`src/rtl/bno085_pkg.sv`:
```
`default_nettype none
// ============================================================================
//  Module      : bno085_pkg
//  Description : Shared types and constants for the dual-BNO085 SPI path:
//                arbiter state encoding, requester count, the byte-stream
//                handshake bundle and the round-robin owner selection.
//  Revision    : 1.0 - initial release
// ============================================================================
package bno085_pkg;

  localparam int NUM_REQ = 2;

  typedef enum logic [1:0] {
    ARB_IDLE  = 2'd0,
    ARB_GRANT = 2'd1,
    ARB_GUARD = 2'd2
  } arb_state_t;

  // Byte-stream handshake a controller presents toward the SPI master.
  typedef struct packed {
    logic       start;
    logic       tx_valid;
    logic [7:0] tx_data;
    logic       cs_n;
  } spi_hs_t;

  // Round-robin pick: with both requesting, the one that did not own last wins.
  function automatic logic pick_owner(input logic [NUM_REQ-1:0] req,
                                      input logic               last_owner);
    logic sel;
    if (req[0] && req[1]) begin
      sel = ~last_owner;
    end else if (req[0]) begin
      sel = 1'b0;
    end else begin
      sel = 1'b1;
    end
    return sel;
  endfunction

endpackage
`default_nettype wire

```
`src/rtl/bno085_spi_arbiter.sv`:
```
`default_nettype none
// ============================================================================
//  Module      : bno085_spi_arbiter
//  Description : Shares one SPI master between two BNO085 controllers.
//                Round-robin grant per transaction, handshake mux/demux,
//                per-sensor chip-select gating, CS-high guard gap and a
//                watchdog that force-releases an overrunning owner.
//  Revision    : 1.0 - initial release
// ============================================================================
module bno085_spi_arbiter
  import bno085_pkg::*;
#(
  parameter int GUARD_CYCLES   = 8,
  parameter int TIMEOUT_CYCLES = 100000,
  parameter int CNT_W          = 17
) (
  input  logic                     clk,
  input  logic                     rst,
  // requester side
  input  logic [NUM_REQ-1:0]       rq_start,
  input  logic [NUM_REQ-1:0]       rq_tx_valid,
  input  logic [NUM_REQ-1:0][7:0]  rq_tx_data,
  input  logic [NUM_REQ-1:0]       rq_cs_n,
  output logic [NUM_REQ-1:0]       rq_tx_ready,
  output logic [NUM_REQ-1:0]       rq_rx_valid,
  output logic [7:0]               rq_rx_data,
  output logic [NUM_REQ-1:0]       rq_busy,
  // SPI master side
  output logic                     m_start,
  output logic                     m_tx_valid,
  output logic [7:0]               m_tx_data,
  input  logic                     m_tx_ready,
  input  logic                     m_rx_valid,
  input  logic [7:0]               m_rx_data,
  input  logic                     m_busy,
  // sensor pins and status
  output logic [NUM_REQ-1:0]       cs_n_pin,
  output logic [NUM_REQ-1:0]       grant,
  output logic                     timeout_err,
  output logic [NUM_REQ-1:0]       err_sticky
);

  localparam logic [CNT_W-1:0] GUARD_LAST   = CNT_W'(GUARD_CYCLES - 1);
  localparam logic [CNT_W-1:0] TIMEOUT_LAST = CNT_W'(TIMEOUT_CYCLES - 1);
  localparam logic [CNT_W-1:0] CNT_MAX      = {CNT_W{1'b1}};

  arb_state_t           state_q, state_d;
  logic                 owner_q, owner_d;
  logic                 last_owner_q, last_owner_d;
  logic [NUM_REQ-1:0]   pend_q, pend_d;
  logic [CNT_W-1:0]     cnt_q, cnt_d;
  logic                 first_q, first_d;
  logic                 m_start_q, m_start_d;
  logic                 timeout_err_q, timeout_err_d;
  logic [NUM_REQ-1:0]   err_sticky_q, err_sticky_d;

  logic [NUM_REQ-1:0]   req;
  logic                 timeout_hit;
  spi_hs_t              master_hs;

  // A start pulse counts as a request in the same cycle it arrives so an idle
  // bus reaches m_start two cycles after the pulse.
  assign req         = pend_q | rq_start | ~rq_cs_n;
  assign timeout_hit = (state_q == ARB_GRANT) && (cnt_q == TIMEOUT_LAST);

  // Next-state logic: arbitration, pending starts, shared guard/watchdog counter.
  always_comb begin
    state_d       = state_q;
    owner_d       = owner_q;
    last_owner_d  = last_owner_q;
    pend_d        = pend_q | rq_start;
    cnt_d         = (cnt_q == CNT_MAX) ? cnt_q : cnt_q + CNT_W'(1);
    first_d       = 1'b0;
    m_start_d     = 1'b0;
    timeout_err_d = 1'b0;
    err_sticky_d  = err_sticky_q;

    case (state_q)
      ARB_IDLE: begin
        if (|req) begin
          state_d = ARB_GRANT;
          owner_d = pick_owner(req, last_owner_q);
          first_d = 1'b1;
          cnt_d   = '0;
        end
      end

      ARB_GRANT: begin
        // The master start is issued once, on the first granted cycle only.
        if (first_q && pend_q[owner_q]) begin
          m_start_d       = 1'b1;
          pend_d[owner_q] = 1'b0;
        end
        if (timeout_hit) begin
          state_d                = ARB_GUARD;
          timeout_err_d          = 1'b1;
          err_sticky_d[owner_q]  = 1'b1;
          pend_d[owner_q]        = 1'b0;
          last_owner_d           = owner_q;
          cnt_d                  = '0;
        end else if (rq_cs_n[owner_q] && !m_busy && !pend_q[owner_q]) begin
          state_d      = ARB_GUARD;
          last_owner_d = owner_q;
          cnt_d        = '0;
        end
      end

      ARB_GUARD: begin
        if (cnt_q == GUARD_LAST) begin
          state_d = ARB_IDLE;
          cnt_d   = '0;
        end
      end

      default: begin
        state_d = ARB_IDLE;
        cnt_d   = '0;
      end
    endcase
  end

  // State and status registers.
  always_ff @(posedge clk) begin
    if (rst) begin
      state_q       <= ARB_IDLE;
      owner_q       <= 1'b0;
      last_owner_q  <= 1'b1;
      pend_q        <= '0;
      cnt_q         <= '0;
      first_q       <= 1'b0;
      m_start_q     <= 1'b0;
      timeout_err_q <= 1'b0;
      err_sticky_q  <= '0;
    end else begin
      state_q       <= state_d;
      owner_q       <= owner_d;
      last_owner_q  <= last_owner_d;
      pend_q        <= pend_d;
      cnt_q         <= cnt_d;
      first_q       <= first_d;
      m_start_q     <= m_start_d;
      timeout_err_q <= timeout_err_d;
      err_sticky_q  <= err_sticky_d;
    end
  end

  // Handshake mux toward the master and demux back to the owner; non-owners
  // see an idle, busy bus and keep their chip select high.
  always_comb begin
    grant       = '0;
    rq_tx_ready = '0;
    rq_rx_valid = '0;
    rq_busy     = '1;
    rq_rx_data  = '0;
    cs_n_pin    = '1;
    master_hs   = '{start: m_start_q, tx_valid: 1'b0, tx_data: 8'h00, cs_n: 1'b1};

    if (state_q == ARB_GRANT) begin
      grant[owner_q]       = 1'b1;
      master_hs.tx_valid   = rq_tx_valid[owner_q];
      master_hs.tx_data    = rq_tx_data[owner_q];
      // Watchdog expiry lifts the pin in the same cycle it fires.
      master_hs.cs_n       = rq_cs_n[owner_q] | timeout_hit;
      rq_tx_ready[owner_q] = m_tx_ready;
      rq_rx_valid[owner_q] = m_rx_valid;
      rq_busy[owner_q]     = m_busy;
      rq_rx_data           = m_rx_data;
      cs_n_pin[owner_q]    = master_hs.cs_n;
    end
  end

  assign m_start     = master_hs.start;
  assign m_tx_valid  = master_hs.tx_valid;
  assign m_tx_data   = master_hs.tx_data;
  assign timeout_err = timeout_err_q;
  assign err_sticky  = err_sticky_q;

endmodule
`default_nettype wire
```
`config.mk`:
```
export PLATFORM = sky130hd
export DESIGN_NAME = bno085_spi_arbiter
export DESIGN_NICKNAME = d
export VERILOG_FILES = /design/src/rtl/bno085_pkg.sv /design/src/rtl/bno085_spi_arbiter.sv
export SDC_FILE = /design/constraint.sdc
export NUM_CORES = 1
export LEC_CHECK = 0
export ABC_AREA = 1
export BUFFER_PORTS_ARGS = -buffer_cell sky130_fd_sc_hd__buf_2
export CORE_MARGIN = 8
export CORE_UTILIZATION = 40
export CTS_CLUSTER_SIZE = 30
export DETAILED_ROUTE_END_ITERATION = 8
export GPL_ROUTABILITY_DRIVEN = 0
export PLACE_DENSITY = 0.76
export SLEW_MARGIN = 25
export SYNTH_ARGS = -nofsm -noshare
export SYNTH_HDL_FRONTEND = slang
export SYNTH_SLANG_ARGS = --single-unit
```
`constraint.sdc`:
```
create_clock -name clk -period 1.49 [get_ports clk]
set_input_delay 0 -clock clk [delete_from_list [all_inputs] [get_ports clk]]
set_output_delay 0 -clock clk [all_outputs]
set_load 0.05 [all_outputs]
```
* After elaboration in Yosys (flattened, before gate mapping)
Index checks and enable logic that the tools add are counted.
W data, S select, Z words.
** Cells by class
- Add/subtract/negate cells :: 1
- Order comparisons :: 2
- Equality and inequality tests :: 8
- Multiplexer cells :: 39
- Bitwise gates (word level) :: 15
- Reductions and logical operators :: 17
** Operator list (number)
- $mux W17 :: 5
- $pmux W17 S3 :: 1
- $eq A17 B17 Y1 const B :: 2
- $mux W2 :: 13
- $mux W8 :: 3
- $add A17 B1 Y17 const B :: 1
- $eq A17 B3 Y1 const B :: 1
- $mux W1 :: 14
- $mux W10 :: 1
- $or A2 B2 Y2 :: 5
- $and A2 B2 Y2 :: 4
- $logic_and A1 B1 Y1 :: 6
- $pmux W2 S3 :: 1
- $reduce_and A2 Y1 :: 3
- $reduce_or A2 Y1 :: 3
- $ne A2 B2 Y1 const B :: 2
- $not A2 Y2 :: 2
- $ne A3 B2 Y1 const B :: 1
- $not A1 Y1 :: 3
- $reduce_and A3 Y1 :: 1
- $eq A2 B1 Y1 const B :: 1
- $eq A2 B2 Y1 const B :: 1
- $logic_not A1 Y1 :: 2
- $logic_not A2 Y1 :: 1
- other kinds (5) :: 5
** Storage, ports and cells
- Bits in registers :: 28
- Bits of input ports :: 35
- Output and inout bits :: 31
- Word-level logic and storage cells :: 91

* Logic depth before layout (Yosys ltp)
Gate-level depths: netlist of the first run.
- Depth in word-level cells :: 11
- Mapped depth :: 10
- Depth with buffers taken out :: 9

* Least setup slack after synthesis of the first run
No wires, ideal clock.
- Path kind :: reg2out
- Start :: register state_q[0]
- End :: output port m_tx_data[0]
- Arrival time :: 1638 ps
- Data required time :: 1490 ps
- Path slack :: -148 ps
- Stages on the path, launching flop included :: 7
- Buffers on the path :: 1
- Cell sequence :: dfxtp_1 > inv_1 > nor2_4 > inv_2 > nor2_1 > buf_2 > a22o_1
** Between the ends
- Cells in the longest elaborated chain, start to end :: 2
** RTL lines
- start: declaration :: RTL line bno085_spi_arbiter.sv:47 : arb_state_t state_q, state_d;
- start signal: assignment :: RTL line bno085_spi_arbiter.sv:135 : state_q <= state_d;
- $eq A2 B1 Y1 :: RTL line bno085_spi_arbiter.sv:158 : if (state_q == ARB_GRANT) begin
- $mux W10 :: RTL line bno085_spi_arbiter.sv:158
- end: declaration :: RTL line bno085_spi_arbiter.sv:31 : output logic [7:0] m_tx_data,
No other way between the ends.

* Final worst setup path of the first run
- Start :: register cnt_q[5]
- End :: output port cs_n_pin[1]
** Between the ends
- Cells in the longest elaborated chain, start to end :: 5
** RTL lines
- start: declaration :: RTL line bno085_spi_arbiter.sv:51 : logic [CNT_W-1:0] cnt_q, cnt_d;
- start signal: assignment :: RTL line bno085_spi_arbiter.sv:139 : cnt_q <= cnt_d;
- $eq A17 B17 Y1 :: RTL line bno085_spi_arbiter.sv:64 : assign timeout_hit = (state_q == ARB_GRANT) && (cnt_q == TIMEOUT_LAST);
- $logic_and A1 B1 Y1 :: RTL line bno085_spi_arbiter.sv:64
- $or A1 B1 Y1 :: RTL line bno085_spi_arbiter.sv:163 : master_hs.cs_n = rq_cs_n[owner_q] | timeout_hit;
- $or A2 B2 Y2 (no source line)
- $mux W2 :: RTL line bno085_spi_arbiter.sv:158
- end: declaration :: RTL line bno085_spi_arbiter.sv:37 : output logic [NUM_REQ-1:0] cs_n_pin,
No other way between the ends.

==> flow_summary.ini, run 1 <==
[power_and_ir_drop]
total_power_w = 0.002219
ir_drop_mv = 0.3592
power_leakage_nw = 1.327
power_density_nw_per_um2 = 801.1

[die]
initial_utilization_pct = 41.49
coreArea_um2 = 4354
ioPinCount = 66
dieArea_um2 = 6923
die_height_um = 83.21
die_width_um = 83.21
row_count = 24

[layout]
multiInputGateArea_um2 = 1206
diodes = 0
nNetsFinal = 397
synthToLayoutAreaGrowth_pct = 53.32
final_cell_mix = 48 x buf_2, 44 x nor2_1, 41 x inv_1
layout_commonest_cell = buf_2
fill_cells = 354
drive_gt1_share_pct = 47.78
final-seq-area_um2 = 583.1

[timing]
finalCriticalPeriod_ns = 1.531
fin_ws_ns = -0.04113
max_freq_ghz = 0.6531
worst_clock_skew_ns = 0.01014
tightest_slew_ns = 0.5234
finalCritPeriodShare_pct = 102.8
rsz0062_at_grt = yes
finalMaxSlewViolations = 0
hold_viol_final = 0
setup_viol = 3
relSlewSlack_pct = 65.07

[flow_run]
max-cap-violations = 0

[logic_synthesis]
synth_top_cell_area_share_pct = 31.02
synth_fp_nets = 307
syn_area_um2 = 1807
ys_seq_area_share_pct = 31.02
synth_cell_types = 28
synth_edf_count = 0
syn_avg_cell_area_um2 = 6.667
synth_area_leaders = dfxtp_1 31%, nor2_1 11%, inv_1 8.9%, nand2_1 7.9%, nor2_2 5.9%
synth_cells = 271
yosysTopAreaCell = dfxtp_1
ys_ff_latch = 28
synthFlopType = dfxtp_1
synthArstFlopShare_pct = 0
synth_warnings = 0

[setup_path]
reg2reg_to = cnt_q[1]$_SDFF_PP0_
critPathMaxStageDelay_ns = 0.39
rr_startpoint = cnt_q[1]$_SDFF_PP0_
worstPathCellList = nor2_2 -> nand2_1 -> nor2_2 -> nand2_2 -> buf_6 -> nand4_1 -> buf_6
rr_worst_depth = 9
crit_end = cs_n_pin[1]
crit_buf_inv = 2
cpMaxStageDelayCell = dfxtp_1
critical_path.startpoint_type = register
arrival_ns = 1.53
cp_top_family = simple AND/OR/NAND/NOR gates
reg2reg_setup_slack_ns = 0
cp_max_fo = 5
worst_ep_required_time_ns = 1.49
critical_path.startpoint = cnt_q[5]$_SDFF_PP0_
crit_type = reg -> out
end_kind = output pin
cp_num_cells = 7

[drt]
post_drt_via_cell_ratio = 5.325
drtIter0Drc = 151
vias = 2194
drt-total-wl_um = 6581
firstDrtPassIters = 5
wl_per_cell_um = 15.97
drc = 0
antenna_left = 0

[global_route]
grt_pass1_wl_um = 8866
grt_max_degree = 17
grt_use_total_pct = 14.92
grt_pass1_vias = 1931
antenna_found_initial = 0
grt_overflow = 0

[min_path]
hold_class = in -> reg
min_path_cells = 3

[cts]
cts_tree = yes
clk_latency_ns = 0.28
cts_buffer_depth = 2
cts-root-buf = clkbuf_8
cts_inserted_buffers = 3
cts_sinks = 28
clk_pin_slew_ns = 0.10
cts.htree.levels = 1

[placed_design]
dp.final_hpwl_um = 4007
port_buffers = 65
pre_cts_ws_ns = 0.01430

[status]
violations = negative setup slack
status = finished with violations
metal layers:
metal,wire length (µm),vias up,share of wire (%),track usage [%]
li1,-,1035,-,-
met3,544,26,8.3,4.102
met1,2293,1011,35,16.09
met4,202,0,3.1,5.272
met2,3540,122,54,26.94
met5,0,-,0,0
logic make-up (layout without fill, tap and decap cells):
logic type	count (synthesis)	count (layout)	synth area share [%]
flip-flops	28	28	31.03
adder cells (fa/ha/maj)	1	1	0.6924
AND/OR/NAND/NOR	147	149	40.10
AO/OA/AOI/OAI	33	33	12.19
buffers and inverters	55	142	12.60
XOR/XNOR	7	7	3.393
metrics by stage:
step	std cells	utilization [%]	instance area (µm²)	hold slack, ns	TNS, ns
floorplan	271	-	1819	0.06907	-0.2098
global placement	397	52.18	2272	0.2649	0
detailed placement	397	52.18	2272	0.2636	0
CTS	406	56.78	2472	0.04733	-0.001908
global route	412	63.62	2770	0.05872	-1.163
finish	412	63.62	2770	0.04702	-0.06366
synth_stat cells, types with 2 or more instances:
master and instances:
a21oi_1 10, a22o_1 11, buf_2 3, dfxtp_1 28, inv_1 43, inv_2 7, nand2_1 38, nand2_2 5
nand2_4 2, nand3_1 14, nand3_2 2, nand4_1 9, nor2_1 52, nor2_2 17, nor2_4 2, nor3_1 3
o21ai_0 6, o21ai_1 2, o21ai_2 3, xor2_1 6
worst min-delay path: cells and delay by family:
family | cells | cell delay [ns]
simple gates | 2 | 0.19
buf+inv | 1 | 0.08
how the worst min path moves through the flow:
stage / slack (ns) / endpoint / startpoint
floorplan: 0.07 / state_q[0]$_SDFFE_PP0P_ / rst
global placement: 0.26 / first_q$_SDFF_PP0_ / rst
detailed placement: 0.26 / first_q$_SDFF_PP0_ / rst
CTS: 0.05 / pend_q[0]$_SDFF_PP0_ / rq_start[0]
global route: 0.06 / pend_q[1]$_SDFF_PP0_ / rq_start[1]
finish: 0.05 / pend_q[0]$_SDFF_PP0_ / rq_start[0]
layout make-up:
class / instances / area share (%)
flip-flops and latches: 28 / 21.05
inverters: 51 / 7.362
well taps: 52 / 2.349
repair buffers: 87 / 23.13
clock inverters: 1 / 1.084
clock buffers: 3 / 1.491
multi-input cells: 190 / 43.54
power by group:
part | switching (W) | leakage, nW | internal (W)
combinational | 0.000521 | 1.06 | 0.000304
sequential | 0.0000222 | 0.234 | 0.000770
clock | 0.000242 | 0.0357 | 0.000360
timing repair:
| action | in CTS | in global routing |
|---|---|---|
| hold endpoints to repair | 5 | 0 |
| gates resized for setup | 34 | 71 |
| setup endpoints to repair | 18 | 40 |
| setup buffers | 2 | 4 |
| cloned | 2 | 2 |
| pin swaps | 4 | 5 |
| hold buffers | 1 | 0 |
state kept, by name, summed over array words and instances, names as in the netlist:
register and flops:
first_q 1, m_start 1, pend_q 2, owner_q 1, err_sticky 2, timeout_err 1
cnt_q 17, last_owner_q 1, state_q 2
Note: power is estimated with default switching activity, not from simulation.
==> run 2, diff against run 1 <==
==> constraint.sdc (replaced) <==
create_clock -name clk -period 1.49 [get_ports clk]
set_input_delay 0.298 -clock clk [delete_from_list [all_inputs] [get_ports clk]]
set_output_delay 0.298 -clock clk [all_outputs]
set_load 0.05 [all_outputs]
==> flow_summary.ini, run 2 (synthesis gave the netlist of run 1 again) <==
[placed_design]
port_buffers = 65
dp.cells = 408
placed_cell_area_um2 = 2505
dp.final_hpwl_um = 4212

[layout]
largest-register = cnt_q
instances_no_fill = 432
nNetsFinal = 417
synthToLayoutAreaGrowth_pct = 75.55
largest_reg_flops = 17
diodes = 0
drive_gt1_share_pct = 59.74
final_cell_mix = 38 x inv_1, 38 x buf_2, 36 x buf_4
design_area_um2 = 3172
fill_cells = 254

[timing]
fin_ws_ns = -0.3432
hold_viol_final = 0
finalCritPeriodShare_pct = 123.0
finalCriticalPeriod_ns = 1.833
tightest_slew_ns = 0.5361
worst_clock_skew_ns = 0.01050
max_freq_ghz = 0.5455
tns_ns = -8.132
rsz0062_at_grt = yes
relSlewSlack_pct = 64.22
finalMaxSlewViolations = 0
setup_viol = 47

[setup_path]
critical_path.startpoint_type = register
critical_path.startpoint = state_q[0]$_SDFFE_PP0P_
rr_startpoint = cnt_q[0]$_SDFF_PP0_
worstPathCellList = inv_2 -> nor2_4 -> inv_4 -> nor2_4 -> buf_12 -> a22o_4 -> buf_8
crit_buf_inv = 4
cp_num_cells = 7
cp_top_family = buffers and inverters
cpMostUsedCell = nor2_4
crit_end = m_tx_data[5]
reg2reg_to = cnt_q[4]$_SDFF_PP0_
worst_ep_required_time_ns = 1.19
cpMaxStageDelayCell = dfxtp_2
cp_max_fo = 10
critPathMaxStageDelay_ns = 0.37
arrival_ns = 1.54
crit_type = reg -> out
reg2reg_setup_slack_ns = -0.16
end_kind = output pin
rr_worst_depth = 10

[min_path]
hold_class = in -> reg

[die]
row_count = 24
coreArea_um2 = 4354
die_height_um = 83.21
initial_utilization_pct = 41.49
die_width_um = 83.21
dieArea_um2 = 6923
ioPinCount = 66

[status]
violations = negative setup slack
status = finished with violations

[global_route]
grt_max_degree = 17
grt_pass1_vias = 2424
antenna_found_initial = 0
grt_overflow = 0
grt_pass1_wl_um = 11950
grt_use_total_pct = 20.37

[drt]
antenna_left = 0
drtIter0Drc = 289
firstDrtPassIters = 5
post_drt_via_cell_ratio = 5.586
vias = 2413
drt-total-wl_um = 8359
wl_per_cell_um = 19.35
drc = 0

[cts]
clk_pin_slew_ns = 0.10
cts-root-buf = clkbuf_8
clk_latency_ns = 0.29
cts_inserted_buffers = 3
cts.htree.levels = 1
cts_sinks = 28
cts_buffer_depth = 2
cts_tree = yes

[flow_run]
max-cap-violations = 0

[power_and_ir_drop]
power_density_nw_per_um2 = 761.8
power_leakage_nw = 1.479
total_power_w = 0.002416
ir_drop_mv = 0.9814
run 2: cell count changes in the layout (fill, tap and decap cells not counted), moves of 3 or more:
cell | before | now
nand2_1 | 35 | 31
inv_1 | 41 | 38
dfxtp_2 | 12 | 15
buf_6 | 12 | 20
nor2_1 | 44 | 29
buf_2 | 48 | 38
buf_12 | 0 | 3
buf_8 | 8 | 11
inv_2 | 7 | 10
a21oi_1 | 8 | 4
buf_4 | 16 | 36
nor2_4 | 7 | 13
nor2_2 | 20 | 29
a21oi_2 | 2 | 6
run 2: worst min-delay path by stage:
stage	startpoint	to	slack, ns	depth (start not counted)
final	rst	first_q$_SDFF_PP0_	0.27	2
after global routing	rst	pend_q[0]$_SDFF_PP0_	0.28	2
after CTS	rst	state_q[0]$_SDFFE_PP0P_	0.26	2
after detailed placement	last_owner_q$_SDFFE_PP1P_	last_owner_q$_SDFFE_PP1P_	0.44	2
after global placement	last_owner_q$_SDFFE_PP1P_	last_owner_q$_SDFFE_PP1P_	0.44	2
after floorplan	rst	state_q[0]$_SDFFE_PP0P_	0.36	1
run 2: metrics by stage:
step	setup WS, ns	hold slack [ns]	util (%)
final	-0.3432	0.2735	72.84
after floorplan	-0.09556	0.3597	-
after CTS	-0.2571	0.2613	70.00
after detailed placement	-0.06705	0.4409	57.53
after global placement	-0.02177	0.4404	57.53
after global routing	-0.4239	0.2816	72.84
run 2: what timing repair did:
| action | CTS | global route |
|---|---|---|
| buffers inserted | 17 | 5 |
| pin swaps | 20 | 15 |
| gates cloned | 1 | 0 |
| gates resized for setup | 102 | 40 |
| endpoints found under the setup margin | 42 | 51 |
| hold buffers | 0 | 0 |
run 2: cell type report:
type | instances | area, µm² | area share (%)
inverter | 51 | 203.9 | 6.430
sequential | 28 | 583.1 | 18.38
clock inverter | 1 | 30.03 | 0.9467
timing repair buffer | 108 | 910.9 | 28.72
clock buffer | 3 | 41.29 | 1.302
tap | 52 | 65.06 | 2.051
multi-input combinational | 189 | 1338 | 42.17
run 2: power by group:
group,internal (W),switching (W)
logic,0.000411,0.000597
registers,0.000771,0.0000220
clock network,0.000361,0.000254
total,0.00154,0.000873
run 2: worst register-to-register path: stages (launching register included):
cell,delay [ns]
dfxtp_2,0.37
ha_4,0.15
buf_6,0.12
nand2_8,0.06
nor2_4,0.13
nand2_4,0.08
inv_2,0.08
nand4_1,0.22
nand2_1,0.16
nand3_2,0.08
nor2_2,0.14
run 2: metal layers:
metal | part of all wire (%) | GRT usage [%]
met3 | 8.4 | 4.688
met1 | 36 | 22.45
met2 | 50 | 35.36
met4 | 5.6 | 10.54
met5 | 0 | 0
